`config.mk`:
```
export PLATFORM = sky130hd
export DESIGN_NAME = encoder4_2
export DESIGN_NICKNAME = d
export VERILOG_FILES = /design/src/rtl/encoder4_2.sv
export SDC_FILE = /design/constraint.sdc
export NUM_CORES = 1
export LEC_CHECK = 0
export ABC_AREA = 1
export CELL_PAD_IN_SITES_DETAIL_PLACEMENT = 0
export CELL_PAD_IN_SITES_GLOBAL_PLACEMENT = 1
export CORE_MARGIN = 4
export CORE_UTILIZATION = 36
export CTS_CLUSTER_SIZE = 24
export DETAILED_ROUTE_END_ITERATION = 7
export GPL_ROUTABILITY_DRIVEN = 0
export GPL_TIMING_DRIVEN = 0
export HOLD_SLACK_MARGIN = 0.06
export PLACE_DENSITY_LB_ADDON = 0.1
export SYNTH_ARGS = -nofsm -noshare
export SYNTH_HDL_FRONTEND = slang
export SYNTH_SLANG_ARGS = --single-unit
```
`constraint.sdc`:
```
create_clock -name clk -period 1.7 [get_ports clk]
set_input_delay 0.255 -clock clk [delete_from_list [all_inputs] [get_ports clk]]
set_output_delay 0.255 -clock clk [all_outputs]
set_load 0.02 [all_outputs]
```
`src/rtl/encoder4_2.sv`:
```
// One-hot to binary encoder with a valid/ready front end and a small FWFT FIFO.
// Each entry carries an error flag for non-one-hot codes; malformed words are counted.
module encoder4_2 #(
    parameter int DEPTH = 2,
    parameter int CNT_W = 8
) (
    input  logic             clk,
    input  logic             rst,
    input  logic [3:0]       y1,
    input  logic             in_valid,
    output logic             in_ready,
    output logic [1:0]       a1,
    output logic             err,
    output logic             out_valid,
    input  logic             out_ready,
    output logic [CNT_W-1:0] err_cnt
);

    localparam int              PTR_W   = $clog2(DEPTH);
    localparam logic [PTR_W:0]  DEPTH_C = (PTR_W+1)'(DEPTH);

    // Multi-hot codes resolve to the highest set bit; all-zero resolves to 0.
    function automatic logic [2:0] encode(input logic [3:0] y);
        logic [2:0] e;
        casez (y)
            4'b1???: e[1:0] = 2'd3;
            4'b01??: e[1:0] = 2'd2;
            4'b001?: e[1:0] = 2'd1;
            default: e[1:0] = 2'd0;
        endcase
        e[2] = !((y != 4'd0) && ((y & (y - 4'd1)) == 4'd0));
        return e;
    endfunction

    logic [2:0]       mem_q [DEPTH];
    logic [PTR_W-1:0] wr_ptr_q, wr_ptr_d;
    logic [PTR_W-1:0] rd_ptr_q, rd_ptr_d;
    logic [PTR_W:0]   count_q, count_d;
    logic [CNT_W-1:0] err_cnt_q, err_cnt_d;
    logic [2:0]       entry;
    logic [2:0]       head;
    logic             push, pop;

    assign entry     = encode(y1);
    assign in_ready  = (count_q < DEPTH_C);
    assign out_valid = (count_q != '0);
    assign push      = in_valid && in_ready;
    assign pop       = out_valid && out_ready;
    assign head      = mem_q[rd_ptr_q];
    assign a1        = out_valid ? head[1:0] : 2'd0;
    assign err       = out_valid ? head[2] : 1'b0;
    assign err_cnt   = err_cnt_q;

    always_comb begin
        wr_ptr_d  = wr_ptr_q;
        rd_ptr_d  = rd_ptr_q;
        count_d   = count_q;
        err_cnt_d = err_cnt_q;
        if (push) begin
            wr_ptr_d = wr_ptr_q + PTR_W'(1);
        end
        if (pop) begin
            rd_ptr_d = rd_ptr_q + PTR_W'(1);
        end
        if (push && !pop) begin
            count_d = count_q + (PTR_W+1)'(1);
        end else if (pop && !push) begin
            count_d = count_q - (PTR_W+1)'(1);
        end
        if (push && entry[2] && (err_cnt_q != '1)) begin
            err_cnt_d = err_cnt_q + CNT_W'(1);
        end
    end

    always_ff @(posedge clk) begin
        if (rst) begin
            wr_ptr_q  <= '0;
            rd_ptr_q  <= '0;
            count_q   <= '0;
            err_cnt_q <= '0;
        end else begin
            wr_ptr_q  <= wr_ptr_d;
            rd_ptr_q  <= rd_ptr_d;
            count_q   <= count_d;
            err_cnt_q <= err_cnt_d;
        end
    end

    // Storage is not reset; a stale write during rst is harmless since count is cleared.
    always_ff @(posedge clk) begin
        if (push) begin
            mem_q[wr_ptr_q] <= entry;
        end
    end

endmodule

```
==> results of run 1 <==
[power groups by stage]
stage,logic [mW],registers (mW),clock network [mW]
finish,0.545,0.592,0.227
global route,0.616,0.600,0.255
CTS,0.557,0.590,0.237
detailed placement,0.594,0.596,0
global placement,0.580,0.595,0
floorplan,0.353,0.597,0
[flip-flops by register name, indices dropped and copies added, names as in the netlist, named ones only]
signal,flops
err_cnt,8
mem_q,6
count_q,2
rd_ptr_q,1
wr_ptr_q,1
[cell families (layout without fill, tap and decap cells)]
kind of cell / Yosys count / in the layout / synth area share (%)
xor+xnor: 1 / 1 / 0.866
flops: 19 / 19 / 43.6
buf+inv: 18 / 41 / 6.68
fa+ha+maj: 2 / 2 / 2.47
compound gates: 22 / 22 / 12.7
simple gates: 68 / 68 / 33.7
[per-stage QoR]
step                      TNS [ns]  std cells  setup slack [ns]  hold slack (ns)
after floorplan                  0        130             0.180            0.445
after global placement      -0.143        179            -0.143            0.466
after detailed placement    -0.171        179            -0.171            0.463
after CTS                        0        183            0.0421            0.432
after global routing             0        183          0.000727            0.454
final                            0        183            0.0743            0.421
[layer usage]
| metal | part of all wire [%] | GRT usage, % | vias up | wire, µm |
|---|---|---|---|---|
| li1 | - | - | 480 | - |
| met1 | 51 | 16.7 | 398 | 1030 |
| met2 | 43 | 21.2 | 20 | 879 |
| met3 | 5.0 | 4.47 | 2 | 102 |
| met4 | 0.94 | 3.72 | 0 | 19 |
| met5 | 0 | 0 | - | 0 |
[final cells by class]
class | instances | area (µm²)
Fill cell | 258 | 1300
Multi-Input combinational cell | 93 | 505
Sequential cell | 19 | 442
Timing Repair Buffer | 19 | 188
Inverter | 17 | 63.8
Tap cell | 30 | 37.5
Clock buffer | 4 | 26.3
Buffer | 1 | 3.75
[path summary, 6_finish.rpt]
path	start	end	slack (ns)	cells after the start
setup / recovery	err_cnt[2]	err_cnt[2]	0.07	1
hold / removal	rst	err_cnt[5]	0.42	2
setup reg to reg	count_q[1]	count_q[1]	0.17	8
hold reg to reg	rd_ptr_q	flip-flop	0.48	2
[repair_timing]
item,CTS,global route
setup endpoints to repair,4,2
resized for setup,5,2
hold buffers,0,0
[cells in the final DEF, fill, tap and decap left out, drive strengths merged]
master	count
nand3b	4
dlygate4sd2	4
clkdlybuf4s50	14
a21oi	15
nor3	1
o21ai	7
dfxtp	13
edfxtp	6
clkbuf	5
ha	2
nand3	3
nand2	41
xor2	1
inv	17
dlymetal6s2s	1
nor2	12
nand4	7
==> impl_metrics.prom, run 1 <==
# TYPE chip_impl_metric gauge
chip_impl_metric{name="die_h",unit="µm"} 61.0
chip_impl_metric{name="postCtsSetupRepairBufs",unit=""} 0
chip_impl_metric{name="ant_nets_after_route",unit=""} 0
chip_impl_metric{name="track_usage",unit="%"} 13.1
chip_impl_metric{name="mappedNetlistArea",unit="mm²"} 0.00101
chip_impl_metric{name="period_needed",unit="ns"} 1.63
chip_impl_metric{name="detailed_placement_wirelength_estimate",unit="µm"} 1550
chip_impl_metric{name="cpPeakStageDelay",unit="ns"} 0.64
chip_impl_metric{name="cts.sink_count",unit=""} 19
chip_impl_metric{name="wire_length_of_the_first_global_routing_pass",unit="µm"} 3580
chip_impl_metric{name="fmax",unit="MHz"} 615
chip_impl_metric{name="post-layout-total-power",unit="mW"} 1.36
chip_impl_metric{name="fp-row-count",unit=""} 18
chip_impl_metric{name="slew_headroom",unit="%"} 60.5
chip_impl_metric{name="final_min_period_over_clock_period",unit="%"} 95.6
chip_impl_metric{name="yosysUniqueCellTypes",unit=""} 20
chip_impl_info{name="path_cells",value="clkdlybuf4s50_1"} 1
chip_impl_metric{name="syn-instance-count",unit=""} 130
chip_impl_metric{name="crit_fanout",unit=""} 6
chip_impl_metric{name="setup_viol",unit=""} 0
chip_impl_metric{name="overflow",unit=""} 0
chip_impl_info{name="grt_setup_unrepaired",value="no"} 1
chip_impl_metric{name="wl",unit="µm"} 2030
chip_impl_metric{name="chipWidth",unit="µm"} 61.0
chip_impl_info{name="critical-path-top-delay-family",value="buffers and inverters"} 1
chip_impl_metric{name="finish.net_count",unit=""} 164
chip_impl_metric{name="cts.clk_slew.worst_paths",unit="ns"} 0.11
chip_impl_metric{name="placed_cell_area",unit="mm²"} 0.00124
chip_impl_metric{name="drc",unit=""} 0
chip_impl_metric{name="ys_async_sr_fraction",unit="%"} 0
chip_impl_metric{name="power.share.switching",unit="%"} 38.5
chip_impl_metric{name="drt-initial-drc-count",unit=""} 42
chip_impl_info{name="leading_register_cell_type_out_of_synthesis",value="sky130_fd_sc_hd__dfxtp_1"} 1
chip_impl_metric{name="layout-drive-gt1-share",unit="%"} 13.1
chip_impl_info{name="crit_path_start_kind",value="flip-flop"} 1
chip_impl_metric{name="detailedRoute.firstPassIterationCount",unit=""} 4
chip_impl_metric{name="area.growth.synth_to_final",unit="%"} 25.2
chip_impl_metric{name="arrival_time_at_the_worst_endpoint",unit="ns"} 1.37
chip_impl_metric{name="timing.final.max_slew_violations",unit=""} 0
chip_impl_metric{name="worst_ir_drop_vdd",unit="µV"} 708
chip_impl_info{name="leading_post_synthesis_cells_by_instance_count",value="sky130_fd_sc_hd__nand2_1 (40), sky130_fd_sc_hd__dfxtp_1 (13), sky130_fd_sc_hd__inv_1 (12)"} 1
chip_impl_metric{name="max-cap-violations",unit=""} 0
chip_impl_metric{name="cts_inserted_buffers",unit=""} 3
chip_impl_info{name="yosys-top-cells-area",value="sky130_fd_sc_hd__dfxtp_1 (26%), sky130_fd_sc_hd__edfxtp_1 (18%), sky130_fd_sc_hd__nand2_1 (15%)"} 1
chip_impl_metric{name="power.switching",unit="mW"} 0.525
chip_impl_metric{name="yosysWarningCount",unit=""} 0
chip_impl_metric{name="seqPwrFrac",unit="%"} 43.4
chip_impl_metric{name="synthDominantCellAreaShare",unit="%"} 25.7
chip_impl_metric{name="port_buffers",unit=""} 19
chip_impl_metric{name="clkLatencyLatePin",unit="ns"} 0.29
chip_impl_metric{name="cts_htree_levels",unit=""} 1
chip_impl_metric{name="worst_slew_pin_slew",unit="ns"} 0.593
chip_impl_info{name="status",value="finished clean"} 1
chip_impl_info{name="cts_root_buffer",value="sky130_fd_sc_hd__clkbuf_4"} 1
chip_impl_metric{name="post_synth.cell_area_avg",unit="µm²"} 7.78
chip_impl_metric{name="cp.buffers_inverters",unit=""} 1
chip_impl_info{name="synthMostInstantiatedCell",value="sky130_fd_sc_hd__nand2_1"} 1
chip_impl_metric{name="timing_hold_violations_final",unit=""} 0
chip_impl_info{name="cp_slowest_cell",value="sky130_fd_sc_hd__clkdlybuf4s50_1"} 1
chip_impl_metric{name="stdcell_area",unit="mm²"} 0.00127
chip_impl_metric{name="antenna_cells",unit=""} 0
chip_impl_metric{name="grt_max_degree",unit=""} 11
chip_impl_metric{name="finalCoreUtilization",unit="%"} 49.3
chip_impl_metric{name="synth_edf_count",unit=""} 6
chip_impl_info{name="synthDominantAreaCellType",value="sky130_fd_sc_hd__dfxtp_1"} 1
chip_impl_metric{name="worst_ep_required_time",unit="ns"} 1.44
chip_impl_info{name="clock_tree_from_tritoncts",value="yes"} 1
chip_impl_metric{name="fp.dieArea",unit="mm²"} 0.00372
chip_impl_metric{name="detail_route.wl_per_cell",unit="µm"} 11.1
chip_impl_metric{name="internal-power",unit="mW"} 0.840
chip_impl_metric{name="synth.yosys.seq_area_share",unit="%"} 43.6
chip_impl_metric{name="synth-seq-cells",unit=""} 19
chip_impl_metric{name="fin_worst_skew",unit="ns"} 0.00254
chip_impl_metric{name="cts-root-to-sink-buffers",unit=""} 2
chip_impl_metric{name="leakage_dissipation",unit="nW"} 0.547
chip_impl_metric{name="power_density",unit="mW/mm²"} 1080
chip_impl_metric{name="design.core.area",unit="mm²"} 0.00257
chip_impl_metric{name="synth_fp_nets",unit=""} 140
chip_impl_metric{name="routed_via_density",unit=""} 4.92
chip_impl_metric{name="via_count_of_the_first_global_routing_pass",unit=""} 833
chip_impl_info{name="timing_worst_setup_path_type",value="flip-flop to primary output"} 1
chip_impl_info{name="nature_of_the_critical_path_endpoint",value="primary output"} 1
chip_impl_metric{name="vias",unit=""} 900
chip_impl_info{name="worst_hold_path_type",value="primary input to flip-flop"} 1
chip_impl_metric{name="power_frac_clock",unit="%"} 16.6
chip_impl_metric{name="ioPinCount",unit=""} 21
chip_impl_metric{name="power_frac_comb",unit="%"} 40.0
chip_impl_metric{name="number_of_antenna_violations_at_the_first_check_in_global_routing",unit=""} 0
chip_impl_metric{name="floorplan.initialDensity",unit="%"} 39.4
No activity file was read; power rests on OpenSTA's default activity.
==> inputs of run 2 (changes only) <==
--- a/config.mk
+++ b/config.mk
@@ -9,9 +9,10 @@
 export CELL_PAD_IN_SITES_DETAIL_PLACEMENT = 0
 export CELL_PAD_IN_SITES_GLOBAL_PLACEMENT = 1
 export CORE_MARGIN = 4
-export CORE_UTILIZATION = 36
+export CORE_UTILIZATION = 44
 export CTS_CLUSTER_SIZE = 24
 export DETAILED_ROUTE_END_ITERATION = 7
+export DONT_BUFFER_PORTS = 1
 export GPL_ROUTABILITY_DRIVEN = 0
 export GPL_TIMING_DRIVEN = 0
 export HOLD_SLACK_MARGIN = 0.06
==> impl_metrics.prom, run 2 (synthesis results as in run 1) <==
# TYPE chip_impl_metric gauge
chip_impl_metric{name="port_buffers",unit=""} 0
chip_impl_metric{name="antenna_cells",unit=""} 0
chip_impl_metric{name="grt_max_degree",unit=""} 13
chip_impl_metric{name="setup_viol",unit=""} 0
chip_impl_metric{name="worst_ir_drop_vdd",unit="µV"} 817
chip_impl_metric{name="design.core.area",unit="mm²"} 0.00219
chip_impl_metric{name="drt-initial-drc-count",unit=""} 12
chip_impl_metric{name="fmax",unit="MHz"} 629
chip_impl_metric{name="seqPwrFrac",unit="%"} 47.4
chip_impl_metric{name="worst_ep_required_time",unit="ns"} 1.89
chip_impl_metric{name="number_of_flip_flops_in_the_largest_register",unit=""} 8
chip_impl_metric{name="timing_hold_violations_final",unit=""} 0
chip_impl_info{name="worst_hold_path_type",value="primary input to flip-flop"} 1
chip_impl_info{name="layout_common_cells",value="sky130_fd_sc_hd__nand2_1 (39), sky130_fd_sc_hd__inv_1 (11), sky130_fd_sc_hd__a21oi_1 (10), sky130_fd_sc_hd__nor2_1 (10), sky130_fd_sc_hd__dfxtp_1 (10)"} 1
chip_impl_metric{name="wire_length_of_the_first_global_routing_pass",unit="µm"} 3440
chip_impl_metric{name="area.growth.synth_to_final",unit="%"} 8.04
chip_impl_metric{name="die_h",unit="µm"} 55.9
chip_impl_info{name="nature_of_the_critical_path_endpoint",value="flip-flop"} 1
chip_impl_metric{name="detail_route.wl_per_cell",unit="µm"} 12.1
chip_impl_metric{name="power_density",unit="mW/mm²"} 1190
chip_impl_metric{name="via_count_of_the_first_global_routing_pass",unit=""} 763
chip_impl_metric{name="cts.sink_count",unit=""} 19
chip_impl_metric{name="chipWidth",unit="µm"} 55.9
chip_impl_metric{name="leakage_dissipation",unit="nW"} 0.447
chip_impl_metric{name="wl",unit="µm"} 1960
chip_impl_metric{name="finish.net_count",unit=""} 145
chip_impl_metric{name="layoutNonFillerInstCount",unit=""} 162
chip_impl_info{name="timing_worst_setup_path_type",value="flip-flop to flip-flop"} 1
chip_impl_metric{name="final_min_period_over_clock_period",unit="%"} 93.5
chip_impl_metric{name="overflow",unit=""} 0
chip_impl_metric{name="detailed_placement_wirelength_estimate",unit="µm"} 1440
chip_impl_metric{name="power_frac_comb",unit="%"} 34.1
chip_impl_metric{name="fp-row-count",unit=""} 17
chip_impl_info{name="cts_root_buffer",value="sky130_fd_sc_hd__clkbuf_4"} 1
chip_impl_metric{name="vias",unit=""} 841
chip_impl_metric{name="routed_via_density",unit=""} 5.19
chip_impl_metric{name="cts-root-to-sink-buffers",unit=""} 2
chip_impl_metric{name="worst_slew_pin_slew",unit="ns"} 0.567
chip_impl_metric{name="placed_cells_incl_taps",unit=""} 158
chip_impl_metric{name="post_cts.resized_instances",unit=""} 1
chip_impl_metric{name="internal-power",unit="mW"} 0.754
chip_impl_metric{name="drc",unit=""} 0
chip_impl_info{name="final_common_cell",value="sky130_fd_sc_hd__nand2_1"} 1
chip_impl_metric{name="ant_nets_after_route",unit=""} 0
chip_impl_metric{name="detailedRoute.firstPassIterationCount",unit=""} 4
chip_impl_metric{name="finalCoreUtilization",unit="%"} 49.9
chip_impl_metric{name="placed_cell_area",unit="mm²"} 0.00105
chip_impl_metric{name="timing.final.max_slew_violations",unit=""} 0
chip_impl_metric{name="detailedPlace.worstSlack",unit="ns"} -0.0258
chip_impl_metric{name="fp.dieArea",unit="mm²"} 0.00313
chip_impl_metric{name="ioPinCount",unit=""} 21
chip_impl_metric{name="floorplan.initialDensity",unit="%"} 46.1
chip_impl_info{name="clock_tree_from_tritoncts",value="yes"} 1
chip_impl_metric{name="max-cap-violations",unit=""} 0
chip_impl_metric{name="cts_htree_levels",unit=""} 1
chip_impl_metric{name="arrival_time_at_the_worst_endpoint",unit="ns"} 1.78
chip_impl_metric{name="number_of_antenna_violations_at_the_first_check_in_global_routing",unit=""} 0
chip_impl_metric{name="crit_fanout",unit=""} 10
chip_impl_info{name="crit_path_start_kind",value="flip-flop"} 1
chip_impl_metric{name="layout-drive-gt1-share",unit="%"} 18.7
chip_impl_info{name="grt_setup_unrepaired",value="no"} 1
chip_impl_metric{name="cts.clk_slew.worst_paths",unit="ns"} 0.11
chip_impl_metric{name="power_frac_clock",unit="%"} 18.6
chip_impl_metric{name="power.share.switching",unit="%"} 41.8
chip_impl_info{name="status",value="finished clean"} 1
chip_impl_metric{name="worst_slack",unit="ns"} 0.111
chip_impl_metric{name="power.switching",unit="mW"} 0.541
chip_impl_metric{name="fin_worst_skew",unit="ns"} 0.00622
chip_impl_metric{name="cts_inserted_buffers",unit=""} 3
chip_impl_metric{name="postCtsSetupRepairBufs",unit=""} 0
chip_impl_metric{name="clkLatencyLatePin",unit="ns"} 0.30
chip_impl_metric{name="stdcell_area",unit="mm²"} 0.00109
chip_impl_metric{name="track_usage",unit="%"} 13.8
chip_impl_metric{name="holdBufCountCts",unit=""} 0
chip_impl_metric{name="period_needed",unit="ns"} 1.59
chip_impl_metric{name="slew_headroom",unit="%"} 62.2
-- run 2: path summary, 6_finish.rpt --
| check | from | slack, ns | cells past startpoint | end |
|---|---|---|---|---|
| worst min-delay path | y1[2] | 0.17 | 2 | mem_q[0][1] |
| worst max-delay path | count_q[1] | 0.11 | 8 | count_q[1] |
| worst max register to register | count_q[1] | 0.11 | 8 | count_q[1] |
| worst min register to register | rd_ptr_q | 0.49 | 2 | rd_ptr_q |
-- run 2: worst max-delay path, cell delays in order (launching register included) --
cell and delay, ns:
sky130_fd_sc_hd__dfxtp_2 0.36, sky130_fd_sc_hd__inv_2 0.13, sky130_fd_sc_hd__nand2_2 0.11, sky130_fd_sc_hd__inv_4 0.14
sky130_fd_sc_hd__ha_1 0.26, sky130_fd_sc_hd__a21oi_1 0.13, sky130_fd_sc_hd__o21ai_0 0.12, sky130_fd_sc_hd__o21ai_0 0.17
sky130_fd_sc_hd__a21oi_1 0.05
-- run 2: layer usage --
layer  GRT usage [%]  wire (µm)  part of all wire (%)
met1            17.4        962                    49
met2            22.1        884                    45
met3            4.87         92                   4.7
met4            4.07         17                  0.87
met5               0          0                     0
-- run 2: per-stage QoR --
step / total power, mW / setup TNS [ns] / hold WS [ns]
2_1_floorplan: 0.951 / 0 / 0.445
3_3_place_gp: 1.01 / 0 / 0.458
3_5_place_dp: 1.02 / -0.0258 / 0.469
4_1_cts: 1.27 / 0 / 0.169
5_1_grt: 1.39 / 0 / 0.191
6_report: 1.29 / 0 / 0.168
-- run 2: final cells by class --
cell class / count / area (µm²)
Fill cell: 210 / 1100
Buffer: 1 / 3.75
Multi-Input combinational cell: 93 / 513
Inverter: 17 / 66.3
Clock inverter: 1 / 7.51
Tap cell: 28 / 35.0
Clock buffer: 3 / 22.5
Sequential cell: 19 / 444
-- run 2: power groups by stage --
stage / clock network [mW] / registers, mW / logic [mW]
floorplan: 0 / 0.597 / 0.353
global placement: 0 / 0.606 / 0.407
detailed placement: 0 / 0.605 / 0.419
CTS: 0.247 / 0.599 / 0.424
global route: 0.270 / 0.624 / 0.491
finish: 0.240 / 0.613 / 0.441
==> inputs of run 3 (changes only) <==
--- a/config.mk
+++ b/config.mk
@@ -13,7 +13,6 @@
 export CTS_CLUSTER_SIZE = 24
 export DETAILED_ROUTE_END_ITERATION = 7
 export DONT_BUFFER_PORTS = 1
-export GPL_ROUTABILITY_DRIVEN = 0
 export GPL_TIMING_DRIVEN = 0
 export HOLD_SLACK_MARGIN = 0.06
 export PLACE_DENSITY_LB_ADDON = 0.1
==> results of run 3 <==
The final DEF is identical to that of run 2; final timing and power are the same.
==> variant 1, RTL diff (flow settings as in run 3) <==
Change the parameter `CNT_W` from 8 to 12.
--- a/src/rtl/encoder4_2.sv
+++ b/src/rtl/encoder4_2.sv
@@ -2,7 +2,7 @@
 // Each entry carries an error flag for non-one-hot codes; malformed words are counted.
 module encoder4_2 #(
     parameter int DEPTH = 2,
-    parameter int CNT_W = 8
+    parameter int CNT_W = 12
 ) (
     input  logic             clk,
     input  logic             rst,
Interface: changed (resized err_cnt); port bits go from 21 to 25. No check against the original RTL was run, so the function may have changed too.
==> variant 1 against run 3 <==
Fmax rose by 3.1%. Routed wire length grew 31%. Sequential cell count up 4. Setup slack better by 0.048 ns. Cell area increased by 25%. First-iteration DRC count up 140%. Area after synthesis increased by 23%. Critical path depth unchanged. Power rose by 11%.
==> variant 1: results <==
status:
  outcome: "finished, final reports clean"
worst_setup_path:
  critPathArrivalTime_ns: 1.75
  crit_path_max_incr_delay_ns: 0.38
  highest_fanout_seen_on_the_critical_path: 4
route:
  route.met3.wl_microns: 152
  drt_pass1_iterations: 4
  vias: 1064
  m1WireLength_mm: 1.05
  wl_mm: 2.57
  metal2_wl_mm: 1.35
  detail_route.iter0.violations: 29
min_path:
  hold-path-cell-count: 3
  hold_path_startpoint: "rst"
logic_synthesis:
  synth_compound_gate_area_share_pct: 13.2
  yosysUniqueCellTypes: 21
  post_synth_most_frequent_cells: "61 x sky130_fd_sc_hd__nand2_1, 17 x sky130_fd_sc_hd__dfxtp_1, 16 x sky130_fd_sc_hd__inv_1, 13 x sky130_fd_sc_hd__nor2_1, 11 x sky130_fd_sc_hd__a21oi_1"
  synth-seq-area-share_pct: 42.0
  synth.net_count: 180
  synth-adder-area-share_pct: 2.02
  synth_top_cells_by_area: "sky130_fd_sc_hd__dfxtp_1 27%, sky130_fd_sc_hd__nand2_1 18%, sky130_fd_sc_hd__edfxtp_1 15%"
  yosys.area_share.xor_xnor_pct: 3.53
power_and_ir_drop:
  intPower_mw: 0.869
  share_comb_of_total_power_pct: 33.0
  clock_power_mw: 0.254
  ir_worst_vdd_v: 0.000639
  total_switching_power_mw: 0.571
timing:
  relSlewSlack_pct: 52.3
  fin_skew_ns: 0.00510
grt:
  pin_count_of_the_biggest_net_entering_global_routing: 14
  grtUsageTotal_pct: 15.2
  first_global_vias: 1030
  grt_pass1_wl_mm: 4.28
final_layout:
  final_net_count: 187
  largest_register_ff_count: 12
  drive_above_1_share_pct: 21.0
placed_design:
  gp_congestion: 0.756
clock_network:
  worst_setup_hold_path_clk_slew_ns: 0.13
==> variant 1: cell count changes after synthesis, sizes merged, moves of 4 or more <==
cell / before / now
dfxtp: 13 / 17
nand3b: 4 / 0
nand2: 41 / 65
a21oi: 15 / 20
==> variant 1: final timing paths <==
path,slack [ns],to
worst max-delay path,0.16,count_q[1]
worst min-delay path,0.12,count_q[0]
worst max register to register,0.16,count_q[1]
worst min register to register,0.49,rd_ptr_q
==> variant 1: worst max-delay path, delay by kind of cell (launching register included) <==
family / cells / cell delay (ns)
AOI/OAI and AO/OA: 4 / 0.47
DFF: 1 / 0.38
adders and majority gates: 1 / 0.31
buffers and inverters: 2 / 0.15
and+or+nand+nor: 1 / 0.13
==> variant 1: per-stage QoR <==
stage | cell area, sq um | setup WS [ns] | hold WS [ns] | std cells
floorplan | 1240 | 0.0994 | 0.324 | 170
detailed placement | 1280 | -0.134 | 0.330 | 200
CTS | 1330 | 0.0225 | 0.101 | 205
global placement | 1280 | -0.144 | 0.326 | 200
finish | 1360 | 0.160 | 0.119 | 206
global route | 1360 | 0.00644 | 0.122 | 206
==> variant 1: cell type report <==
class / count / area (sq um)
tap: 30 / 37.5
timing repair buffer: 2 / 17.5
buffer: 2 / 15.0
clock buffer: 3 / 22.5
clock inverter: 1 / 5.00
fill: 273 / 1230
sequential: 23 / 533
inverter: 20 / 75.1
multi-input combinational: 125 / 657
==> variant 1: layer usage <==
metal,vias to the layer above,GRT usage [%]
met5,-,0
met4,0,6.50
met3,2,4.19
met2,25,27.9
met1,480,16.1
li1,557,-
==> variant 1: repair_timing <==
item | CTS | global route
hold buffers | 1 | 0
gates resized for setup | 6 | 10
setup endpoints to repair | 13 | 11
setup buffers | 0 | 1
hold endpoints to repair | 3 | 0
==> variant 2, RTL diff (flow settings as in run 3) <==
Made on the original files. Make the reset (`rst`) asynchronous in one clocked block.
--- a/src/rtl/encoder4_2.sv
+++ b/src/rtl/encoder4_2.sv
@@ -72,7 +72,7 @@
         end
     end
 
-    always_ff @(posedge clk) begin
+    always_ff @(posedge clk or posedge rst) begin
         if (rst) begin
             wr_ptr_q  <= '0;
             rd_ptr_q  <= '0;
Formal check against the unedited RTL: differs if rst is asserted again (counterexample within 4 cycles, from zero or initial values and one cycle with rst high); with rst held inactive, the same outputs for 10 cycles.
==> variant 2 against run 3 <==
Power is 22% higher. Sequential cell count is 1 lower. Setup slack improved by 0.0052 ns. Clock power is 11% lower. First-iteration DRC count did not move. Cell count fell by 1.2%. Cell area increased by 0.46%. Routed wire length down 0.82%. Global-route usage is essentially flat. Area after synthesis is 1.5% lower. Critical path type unchanged. Largest cell class is now flip-flops and latches. Largest power group unchanged.
==> variant 2: results <==
logic_synthesis:
  asyncSetResetFlopFracSynth_pct: 66.7
  synth_compound_gate_area_share_pct: 5.65
  synth.net_count: 135
  yosysUniqueCellTypes: 18
  synth_top_cells_by_area: "sky130_fd_sc_hd__dfrtp_1 30%, sky130_fd_sc_hd__edfxtp_1 18%, sky130_fd_sc_hd__nand2_1 17%"
  post_synth_most_frequent_cells: "46 x sky130_fd_sc_hd__nand2_1, 16 x sky130_fd_sc_hd__inv_1, 12 x sky130_fd_sc_hd__dfrtp_1, 10 x sky130_fd_sc_hd__nand3_1, 10 x sky130_fd_sc_hd__nor2_1"
route:
  uppermost_metal_layer_occupied_by_signal_nets: "met4"
  drt_pass1_iterations: 3
  wl_mm: 1.94
  routed_via_density: 4.99
  m1WireLength_microns: 887
final_layout:
  multi_input_area_sq_um: 455
  final-nonclk-buf-share_pct: 2.96
  final.signal_buffer_count: 4
  n_multi_input_combinational_cell: 89
  fillers: 187
  insertedDiodeCount: 0
  drive_above_1_share_pct: 12.0
  inverters: 18
  clkCellAreaFrac_pct: 2.39
timing:
  fin_skew_ns: 0.00290
  worst_pin_slew_ns: 0.490
placed_design:
  gp_congestion: 0.748
clock_network:
  holdBufCountCts: 1
  cts_resized: 3
worst_setup_path:
  max_stage_delay_cell_worst_path: "sky130_fd_sc_hd__dfrtp_1"
  worst_r2r_path_depth: 7
  r2r-end: "count_q[1]"
  highest_fanout_seen_on_the_critical_path: 4
  crit-reg2reg-launch: "count_q[1]"
  cp_top_family: "flip-flops"
  critPathArrivalTime_ns: 1.76
  crit_path_max_incr_delay_ns: 0.42
power_and_ir_drop:
  cellLeakagePower_nw: 0.547
status:
  outcome: "finished, final reports clean"
min_path:
  worstHoldEndpoint: "rd_ptr_q"
floorplanning:
  die-area_sq_mm: 0.00309
grt:
  first_global_vias: 797
  grt_pass1_wl_mm: 3.43
  grt.met3_usage_pct: 3.02
  grt_met1_usage_pct: 16.9
  globalRouteMet2Util_pct: 23.3
  grtUsageTotal_pct: 13.8
## variant 2: cell count changes in the layout (fill, tap and decap cells not counted), moves of 6 or more
cell,delta
sky130_fd_sc_hd__dfrtp_1,+12
sky130_fd_sc_hd__dfxtp_1,-10
sky130_fd_sc_hd__nand3_1,+8
sky130_fd_sc_hd__nand2_1,+7
sky130_fd_sc_hd__nand4_1,-7
sky130_fd_sc_hd__a21oi_1,-6
## variant 2: report_power, final
part / internal (mW) / total [mW] / switching [mW]
sequential: 0.575 / 0.761 / 0.186
combinational: 0.205 / 0.611 / 0.406
clock: 0.0852 / 0.213 / 0.127
## variant 2: stage by stage
step                total power, mW  setup TNS, ns  cells  worst slack (ns)  hold WS [ns]
finish                         1.58              0    160             0.117         0.159
global route                   1.71       -0.00510    160          -0.00510         0.149
CTS                            1.57              0    157            0.0452         0.149
detailed placement             1.33       -0.00660    152          -0.00660         0.203
global placement               1.31              0    152            0.0245         0.193
floorplan                      1.22              0    125             0.144         0.120
